$ cat config.mk
export PLATFORM = sky130hd
export DESIGN_NAME = uart_tx
export DESIGN_NICKNAME = d
export VERILOG_FILES = /design/src/rtl/waves_pkg.sv /design/src/rtl/byte_fifo.sv /design/src/rtl/uart_tx.sv
export SDC_FILE = /design/constraint.sdc
export NUM_CORES = 1
export LEC_CHECK = 0
export CAP_MARGIN = 10
export CELL_PAD_IN_SITES_DETAIL_PLACEMENT = 1
export CELL_PAD_IN_SITES_GLOBAL_PLACEMENT = 2
export CORE_ASPECT_RATIO = 0.9
export CORE_MARGIN = 3
export CORE_UTILIZATION = 39
export CTS_BUF_LIST = sky130_fd_sc_hd__clkbuf_8
export CTS_CLUSTER_SIZE = 40
export DETAILED_ROUTE_END_ITERATION = 7
export GPL_ROUTABILITY_DRIVEN = 0
export PLACE_DENSITY_LB_ADDON = 0.1
export SETUP_SLACK_MARGIN = 0.05
export SLEW_MARGIN = 20
export SYNTH_ARGS = -nofsm -noshare
export SYNTH_HDL_FRONTEND = slang
export SYNTH_SLANG_ARGS = --single-unit
$ cat constraint.sdc
create_clock -name clk -period 2.5 [get_ports clk]
set_input_delay 0.375 -clock clk [delete_from_list [all_inputs] [get_ports clk]]
set_output_delay 0.375 -clock clk [all_outputs]
set_load 0.03 [all_outputs]
$ cat src/rtl/waves_pkg.sv
// Shared definitions for the tt_um_waves UART link: line-rate defaults and
// the transmitter state encoding.
package waves_pkg;

  localparam int UART_CLK_FREQ = 25_000_000;
  localparam int UART_BAUD     = 9600;

  typedef enum logic [1:0] {
    IDLE,
    START,
    DATA,
    STOP
  } uart_tx_state_t;

endpackage

$ cat src/rtl/byte_fifo.sv
// Small synchronous byte FIFO; the head entry is visible combinationally on
// rdata so the consumer can pop and capture it on the same edge.
module byte_fifo #(
  parameter int DEPTH = 4
) (
  input  logic                   clk,
  input  logic                   rst_n,
  input  logic                   push,
  input  logic                   pop,
  input  logic [7:0]             wdata,
  output logic [7:0]             rdata,
  output logic [$clog2(DEPTH):0] count
);

  localparam int AW = $clog2(DEPTH);

  logic [7:0]    mem_q [DEPTH];
  logic [AW-1:0] wr_ptr_q;
  logic [AW-1:0] rd_ptr_q;
  logic [AW:0]   count_q;
  logic [AW:0]   count_d;

  // NOTE: default first so every path assigns count_d and no latch is inferred.
  always_comb begin
    count_d = count_q;
    case ({push, pop})
      2'b10:   count_d = count_q + 1'b1;
      2'b01:   count_d = count_q - 1'b1;
      default: count_d = count_q;
    endcase
  end

  // NOTE: sequential state uses <= so every flop samples pre-edge values.
  always_ff @(posedge clk or negedge rst_n) begin
    if (!rst_n) begin
      wr_ptr_q <= '0;
      rd_ptr_q <= '0;
      count_q  <= '0;
    end else begin
      if (push) wr_ptr_q <= wr_ptr_q + 1'b1;
      if (pop)  rd_ptr_q <= rd_ptr_q + 1'b1;
      count_q <= count_d;
    end
  end

  // NOTE: storage is not reset; count_q alone decides which entries are valid.
  always_ff @(posedge clk) begin
    if (push) mem_q[wr_ptr_q] <= wdata;
  end

  assign rdata = mem_q[rd_ptr_q];
  assign count = count_q;

endmodule

$ cat src/rtl/uart_tx.sv
// 8N1 UART transmitter fed by a byte FIFO; frames go back to back whenever
// the FIFO still holds data at the end of a stop bit.
module uart_tx
  import waves_pkg::*;
#(
  parameter int CLK_FREQ   = UART_CLK_FREQ,
  parameter int BAUD       = UART_BAUD,
  parameter int FIFO_DEPTH = 4
) (
  input  logic                        clk,
  input  logic                        rst_n,
  input  logic [7:0]                  tx_data,
  input  logic                        tx_valid,
  output logic                        tx_ready,
  output logic                        tx,
  output logic                        busy,
  output logic [$clog2(FIFO_DEPTH):0] fifo_count
);

  localparam int CLKS_PER_BIT = CLK_FREQ / BAUD;
  localparam int BCW          = (CLKS_PER_BIT > 1) ? $clog2(CLKS_PER_BIT) : 1;
  localparam int CNT_W        = $clog2(FIFO_DEPTH) + 1;
  localparam logic [BCW-1:0]   BAUD_LAST = BCW'(CLKS_PER_BIT - 1);
  localparam logic [CNT_W-1:0] FIFO_FULL = CNT_W'(FIFO_DEPTH);

  uart_tx_state_t state_q;
  logic [BCW-1:0] baud_q;
  logic [2:0]     bit_idx_q;
  logic [7:0]     shift_q;
  logic           tx_q;

  logic           fifo_empty;
  logic           bit_end;
  logic           push;
  logic           pop;
  logic [7:0]     fifo_head;

  byte_fifo #(
    .DEPTH (FIFO_DEPTH)
  ) u_fifo (
    .clk   (clk),
    .rst_n (rst_n),
    .push  (push),
    .pop   (pop),
    .wdata (tx_data),
    .rdata (fifo_head),
    .count (fifo_count)
  );

  assign fifo_empty = (fifo_count == '0);
  assign bit_end    = (baud_q == BAUD_LAST);
  assign tx_ready   = (fifo_count != FIFO_FULL);
  assign push       = tx_valid && tx_ready;
  // A new frame is loaded from idle or straight out of a finished stop bit.
  assign pop        = !fifo_empty && ((state_q == IDLE) || ((state_q == STOP) && bit_end));
  assign busy       = (state_q != IDLE) || !fifo_empty;
  assign tx         = tx_q;

  always_ff @(posedge clk or negedge rst_n) begin
    if (!rst_n) begin
      state_q   <= IDLE;
      baud_q    <= '0;
      bit_idx_q <= '0;
      shift_q   <= '0;
      tx_q      <= 1'b1;
    end else begin
      case (state_q)
        IDLE: begin
          tx_q <= 1'b1;
          if (pop) begin
            shift_q <= fifo_head;
            baud_q  <= '0;
            tx_q    <= 1'b0;
            state_q <= START;
          end
        end
        START: begin
          if (bit_end) begin
            baud_q    <= '0;
            bit_idx_q <= '0;
            tx_q      <= shift_q[0];
            state_q   <= DATA;
          end else begin
            baud_q <= baud_q + 1'b1;
          end
        end
        DATA: begin
          if (bit_end) begin
            baud_q <= '0;
            if (bit_idx_q == 3'd7) begin
              tx_q    <= 1'b1;
              state_q <= STOP;
            end else begin
              shift_q   <= {1'b0, shift_q[7:1]};
              bit_idx_q <= bit_idx_q + 1'b1;
              tx_q      <= shift_q[1];
            end
          end else begin
            baud_q <= baud_q + 1'b1;
          end
        end
        STOP: begin
          if (bit_end) begin
            baud_q <= '0;
            if (pop) begin
              shift_q <= fifo_head;
              tx_q    <= 1'b0;
              state_q <= START;
            end else begin
              state_q <= IDLE;
            end
          end else begin
            baud_q <= baud_q + 1'b1;
          end
        end
        default: begin
          tx_q    <= 1'b1;
          state_q <= IDLE;
        end
      endcase
    end
  end

endmodule

Yosys cells after proc, flatten, opt, wreduce, memory -nomap -nowiden:

Memory sizes are Yosys's and may differ from the RTL's.
Index checks and enable logic that the tools add are counted.
Widths: inputs -> output; s select.

* register bits: 33
* bits in writable memories: 32
* bits of input ports: 11
* output and inout bits: 6
* word-level logic and storage cells: 76
* memories kept: 1

Memories
* u_fifo.mem_q: depth 4, bits a word 8, rd ports 1, clocked after memory_dff 0, write ports 1, RTL line byte_fifo.sv:17 `logic [7:0] mem_q [DEPTH];`

* add/sub/neg operators: 6
* equal/unequal tests: 15
* muxes and demuxes: 29
* reductions and logical operators: 17

Operators with widths (number)
* $mux 8: 4
* $mux 12: 2
* $pmux 12 s2: 1
* $pmux 8 s3: 1
* $add 12x1->12 const B: 1
* $eq 12x12->1 const B: 1
* $pmux 3 s2: 2
* $reduce_and 4->1: 3
* $mux 2: 5
* $ne 2x2->1 const B: 5
* $mux 1: 9
* $mux 3: 3
* $pmux 2 s4: 1
* $add 3x1->3 const B: 2
* $eq 2x2->1 const B: 3
* $reduce_bool 2->1: 3
* $reduce_and 5->1: 1
* $add 2x1->2 const B: 2
* $eq 2x1->1 const B: 2
* $ne 2x1->1 const B: 2
* $pmux 1 s4: 1
* $eq 3x3->1 const B: 1
* $logic_and 1x1->1: 3
* $logic_not 3->1: 1
* 7 further kinds: 8

Logic depth before layout (Yosys ltp):

* word-level depth: 7
* depth in mapped cells: 11
* mapped depth without buffers: 10

Hierarchy:

A second synthesis with hierarchy kept.

* cells, all modules: 248
* area, all modules: 3300.7 µm²

Modules (own cells, without submodules)
* uart_tx: times used 1, cells an instance 175, area an instance 1769.2 µm², seq. area each 651.9 µm²
* byte_fifo: times used 1, cells an instance 73, area an instance 1531.5 µm², seq. area each 1136.1 µm²

Least setup slack after synthesis:

OpenSTA, ideal clock, no wires.

* path kind: register to register
* from: reg baud_q[4]
* to: reg u_fifo.count_q[1] (netlist: u_fifo.count[1])
* library setup time: 125 ps
* arrival: 2511 ps
* required time: 2375 ps
* slack: -135 ps
* cell stages (with the launch flop): 9
* buffers on the path: 1
* clock period less this slack: 2635 ps
* path through: dfrtp_1 or4b_4 nor4_4 o21ai_4 inv_1 buf_4 ha_1 fa_1 mux2_2

* cells in the longest elaborated chain, start to end: 6
* elaborated cells on any way between the ends: 8
* classes of those cells: 3 x eq/ne; 1 x mux; 4 x reduce/logical

Ends and longest elaborated chain
* from (decl): RTL line uart_tx.sv:27 `logic [BCW-1:0] baud_q;`
* from (signal assigned): RTL line uart_tx.sv:84 `baud_q <= baud_q + 1'b1;`
* from (signal assigned): RTL line uart_tx.sv:99 `baud_q <= baud_q + 1'b1;`
* from (signal assigned): RTL line uart_tx.sv:113 `baud_q <= baud_q + 1'b1;`
* $eq 12x12->1 *: RTL line uart_tx.sv:51 `assign bit_end = (baud_q == BAUD_LAST);`
* $logic_and 1x1->1 *: RTL line uart_tx.sv:55 `assign pop = !fifo_empty && ((state_q == IDLE) || ((state_q == STOP) && bit_end));`
* $logic_or 1x1->1 *: RTL line uart_tx.sv:55
* $logic_and 1x1->1 *: RTL line uart_tx.sv:55
* named net pop: RTL line uart_tx.sv:35 `logic pop;`
* $eq 2x1->1 or $eq 2x2->1 (tied branches): RTL line byte_fifo.sv:26 `case ({push, pop})`
* $pmux 3 s2 *: RTL line byte_fifo.sv:26
* named net u_fifo.count_d[1]: RTL line byte_fifo.sv:21 `logic [AW:0] count_d;`
* to (signal assigned): RTL line byte_fifo.sv:42 `count_q <= count_d;`
* to (decl): RTL line byte_fifo.sv:20 `logic [AW:0] count_q;`

The timed path passes the listed nets; every way through them passes the cells marked *.
A chain may end at the register's enable or synchronous reset.

Worst setup path in the final report:

* from: reg baud_q[10]
* to: reg u_fifo.count_q[1] (netlist: u_fifo.count[1])

* cells in the longest elaborated chain, start to end: 6
* elaborated cells on any way between the ends: 8
* classes of those cells: 3 x eq/ne; 1 x mux; 4 x reduce/logical

Ends and longest elaborated chain (RTL line)
* $eq 12x12->1 *: uart_tx.sv:51
* $logic_and 1x1->1 *: uart_tx.sv:55
* $logic_or 1x1->1 *: uart_tx.sv:55
* $logic_and 1x1->1 *: uart_tx.sv:55
* $eq 2x1->1 or $eq 2x2->1 (tied branches): byte_fifo.sv:26
* $pmux 3 s2 *: byte_fifo.sv:26
* named net u_fifo.count_d[1]: byte_fifo.sv:21

Marked as above.

==> results.txt <==
The global-route wire length before repair is 11600 µm. The final layout contains routed wiring with a total length of 6800 µm. For the number of buffers created by CTS, the log shows 9.

The sequential cell area is 1790 µm², and the die boundary height is 91.7 µm. The run gives 0 as the number of slew-limit violations in the final report. The worst setup path is of the reg -> reg kind. The tree is rooted in a sky130_fd_sc_hd__clkbuf_8. The post-route minimum period works out to 2.32 ns. The HPWL after detailed placement was 4840 µm; the total of fill cells in the finished design was 814.

Clock-pin slew was measured on the worst setup and hold paths at 0.07 ns. The Yosys step of the flow raised 0 warnings. Counting distinct cell types in the post-synthesis netlist gives 50.

The flow ran to the end, and the final reports show no timing, DRC or antenna violations. In this run the mean area of a mapped cell was 12.6 µm². Static timing analysis puts the maximum clock frequency at 0.432 GHz.

Hold violation total from the final report: 0. The startpoint type of the worst setup path is a register. The run gives 0.34 ns as the clock network latency to the later pin of the worst-skew pair. The number of DRC markers after the initial detailed-route iteration came out at 44. Leakage dissipation: 1.47 nW. The nature of the critical path endpoint was a register. The run gives 0 as the number of antenna violations at the first check in global routing. The slack of the critical path is 0.183 ns. The number of buffers inserted by post-CTS setup repair was 0. The via count of the first global-routing pass came out at 2186.

With fillers left out, the area of the finished cells amounts to 3710 µm². Across the VDD grid, the largest voltage drop is 0.000588 V. The total number of vias is 2092. The tools report the tightest slew margin relative to the limit as 46.6%.

The number of antenna-violating nets in the routed design is 0. The slowest stage of the critical path is the sky130_fd_sc_hd__or4b_4 cell. The logs give 0 for the setup-violating endpoint count in the final report and 3520 µm² for the cell area after placement. The summed instance area of the synthesized netlist was 3180 µm²; the final worst-path cycle share was 92.7%. After technology mapping, the gate count stands at 253.

The data required time of the critical path was 2.72 ns; the multi-input gate area in the final layout was 1300 µm². The pin count of the biggest net entering global routing was 34; the proportion of layout cells with a drive suffix above 1 was 18.6%. In this run the core area contains 30 standard-cell rows. The number of nets produced by synthesis was 278. The total DRC errors in the routed layout was 0; the post-cts hold buffer count was 0. In this run, synthesis produced a sequential element count of 65. The post-detailed-route via-to-cell ratio is 5.42. The tools report the boundary pin count as 17. In the layout the commonest cells are sky130_fd_sc_hd__dfrtp_1, sky130_fd_sc_hd__edfxtp_1, sky130_fd_sc_hd__nand2_1. The tool flagged a number of max-cap violations equal to 0. Clock skew on the completed layout was measured at 0.00988 ns. Setup total negative slack on the finished layout was measured at 0 ns. For this run, the leading register cell type out of synthesis is sky130_fd_sc_hd__edfxtp_1.

The die covers 9280 µm². The transition time of the tightest slew-check pin was 0.801 ns. The worst hold path belongs to the class in -> async. For the worst setup path, the data arrival time is 2.54 ns. The number of clock sinks came out at 65. Traced cell by cell, the critical path runs through or4b_4 -> nor4_4 -> o21ai_4 -> inv_2 -> ha_4 -> fa_1 -> mux2_2. At the placement stage, the worst setup path has a slack of 0.175 ns.

The number of search-and-repair iterations in the first detailed-routing pass was 4. Number of synthesized flops with an enable pin: 32. The number of nets in the layout was 310; the initial cell density of the core was 41.1%. The global route total overflow came out at 0. The post-synthesis async set-or-reset flop share works out to 50.8%. The largest fanout of any net on the critical path works out to 4. In this run the horizontal extent of the chip is 101 µm. Number of antenna diodes: 0.

Dividing the detail-routed wire length by the instance count gives 17.6 µm. CTS built an H-tree with a depth of 3. The run gives 1 as the post-cts repair resize count. TritonCTS built the clock tree.

Global routing used 16.3% of the available tracks across all layers. Compared with the post-synthesis result, the final layout area differs by 16.6%. Counting along the longest clock path gives a buffer depth of 2.

The critical path's largest stage delay came out at 0.60 ns. Setup repair after global routing left no endpoint under its margin. Measured on the finished design, the core utilization comes to 48.0%. After floorplanning, the core was sized to cover 7730 µm².

Power density normalized to cell area: 1210 nW/µm². The sequential area share after synthesis was 56.2%; the port buffer count was 16.
cells in the mapped netlist (all sizes together) (2+ instances only):
master    n  share of area, %
dfrtp    32                25
mux4      8               5.7
nand4     7               1.4
mux2      2              0.71
a21oi     4              0.63
o21ai    23               4.0
buf       7               1.8
a31oi     3              0.59
mux2i     6               1.9
nor2     12               1.4
and2      8               1.6
nand2    23               2.8
o31ai     4              0.94
inv      10               1.2
a22o      3              0.83
edfxtp   32                30
o2bb2ai   2              0.55
xor2      2              0.55
ha       13               5.1
nand3    16               2.8
and3      5              0.98
nor3      5               1.1
xnor2     5               1.4
o41ai     2              0.55
clkbuf    3              0.35
kinds of logic after synthesis:
kind of cell | synth area share, %
xor+xnor | 1.93
compound gates | 10.0
mux | 8.26
simple gates | 14.4
buf+inv | 3.46
flops | 56.2
fa+ha+maj | 5.74
metal layers:
| layer | GRT usage [%] | wire length, µm | up-vias |
|---|---|---|---|
| met5 | 0 | 0 | - |
| met4 | 4.32 | 81 | 0 |
| met3 | 4.64 | 173 | 6 |
| met2 | 23.8 | 3130 | 22 |
| met1 | 23.9 | 3420 | 1062 |
| li1 | - | - | 1002 |
per-stage QoR:
step / hold slack [ns] / cells / total power, W
finish: 0.126 / 386 / 0.00448
global route: 0.174 / 386 / 0.00484
CTS: 0.140 / 386 / 0.00458
detailed placement: 0.475 / 370 / 0.00367
global placement: 0.474 / 370 / 0.00362
floorplan: 0.0794 / 253 / 0.00311
state kept, by name, summed over array words and instances, names as in the netlist:
register and flops:
u_fifo.rd_ptr_q 2, u_fifo.count 3, baud_q 12, shift_q 8
u_fifo.wr_ptr_q 2, bit_idx_q 3, u_fifo.mem_q 32, tx 1
state_q 2
worst paths after layout:
check                            from                 end  slack (ns)  depth (start not counted)
max                        baud_q[10]     u_fifo.count[1]        0.18                          7
min                             rst_n        bit_idx_q[1]        0.13                          1
max reg2reg                baud_q[10]     u_fifo.count[1]        0.18                          7
min reg2reg                shift_q[2]          shift_q[2]        0.49                          1
max in group asynchronous       rst_n  u_fifo.wr_ptr_q[1]        1.86                          1
min in group clk           shift_q[2]          shift_q[2]        0.49                          1
power by group:
group          switching (W)  internal (W)
Combinational        0.00105      0.000894
Sequential          0.000228       0.00144
Clock               0.000400      0.000480
area by class of cell:
cell class	count	area share (%)
sequential	65	48.2
multi-input combinational	167	35.0
timing repair buffer	31	7.18
clock buffer	10	3.71
tap	96	3.24
clock inverter	6	1.58
inverter	11	1.11
worst max-delay path, delay by kind of cell (launching register included):
| kind | cells | cell delay [ns] |
|---|---|---|
| buffers and inverters | 1 | 0.08 |
| and+or+nand+nor | 2 | 0.81 |
| muxes | 1 | 0.27 |
| adders and majority gates | 2 | 0.55 |
| DFF | 1 | 0.42 |
| AOI/OAI and AO/OA | 1 | 0.09 |
Note: power is estimated with default switching activity, not from simulation.
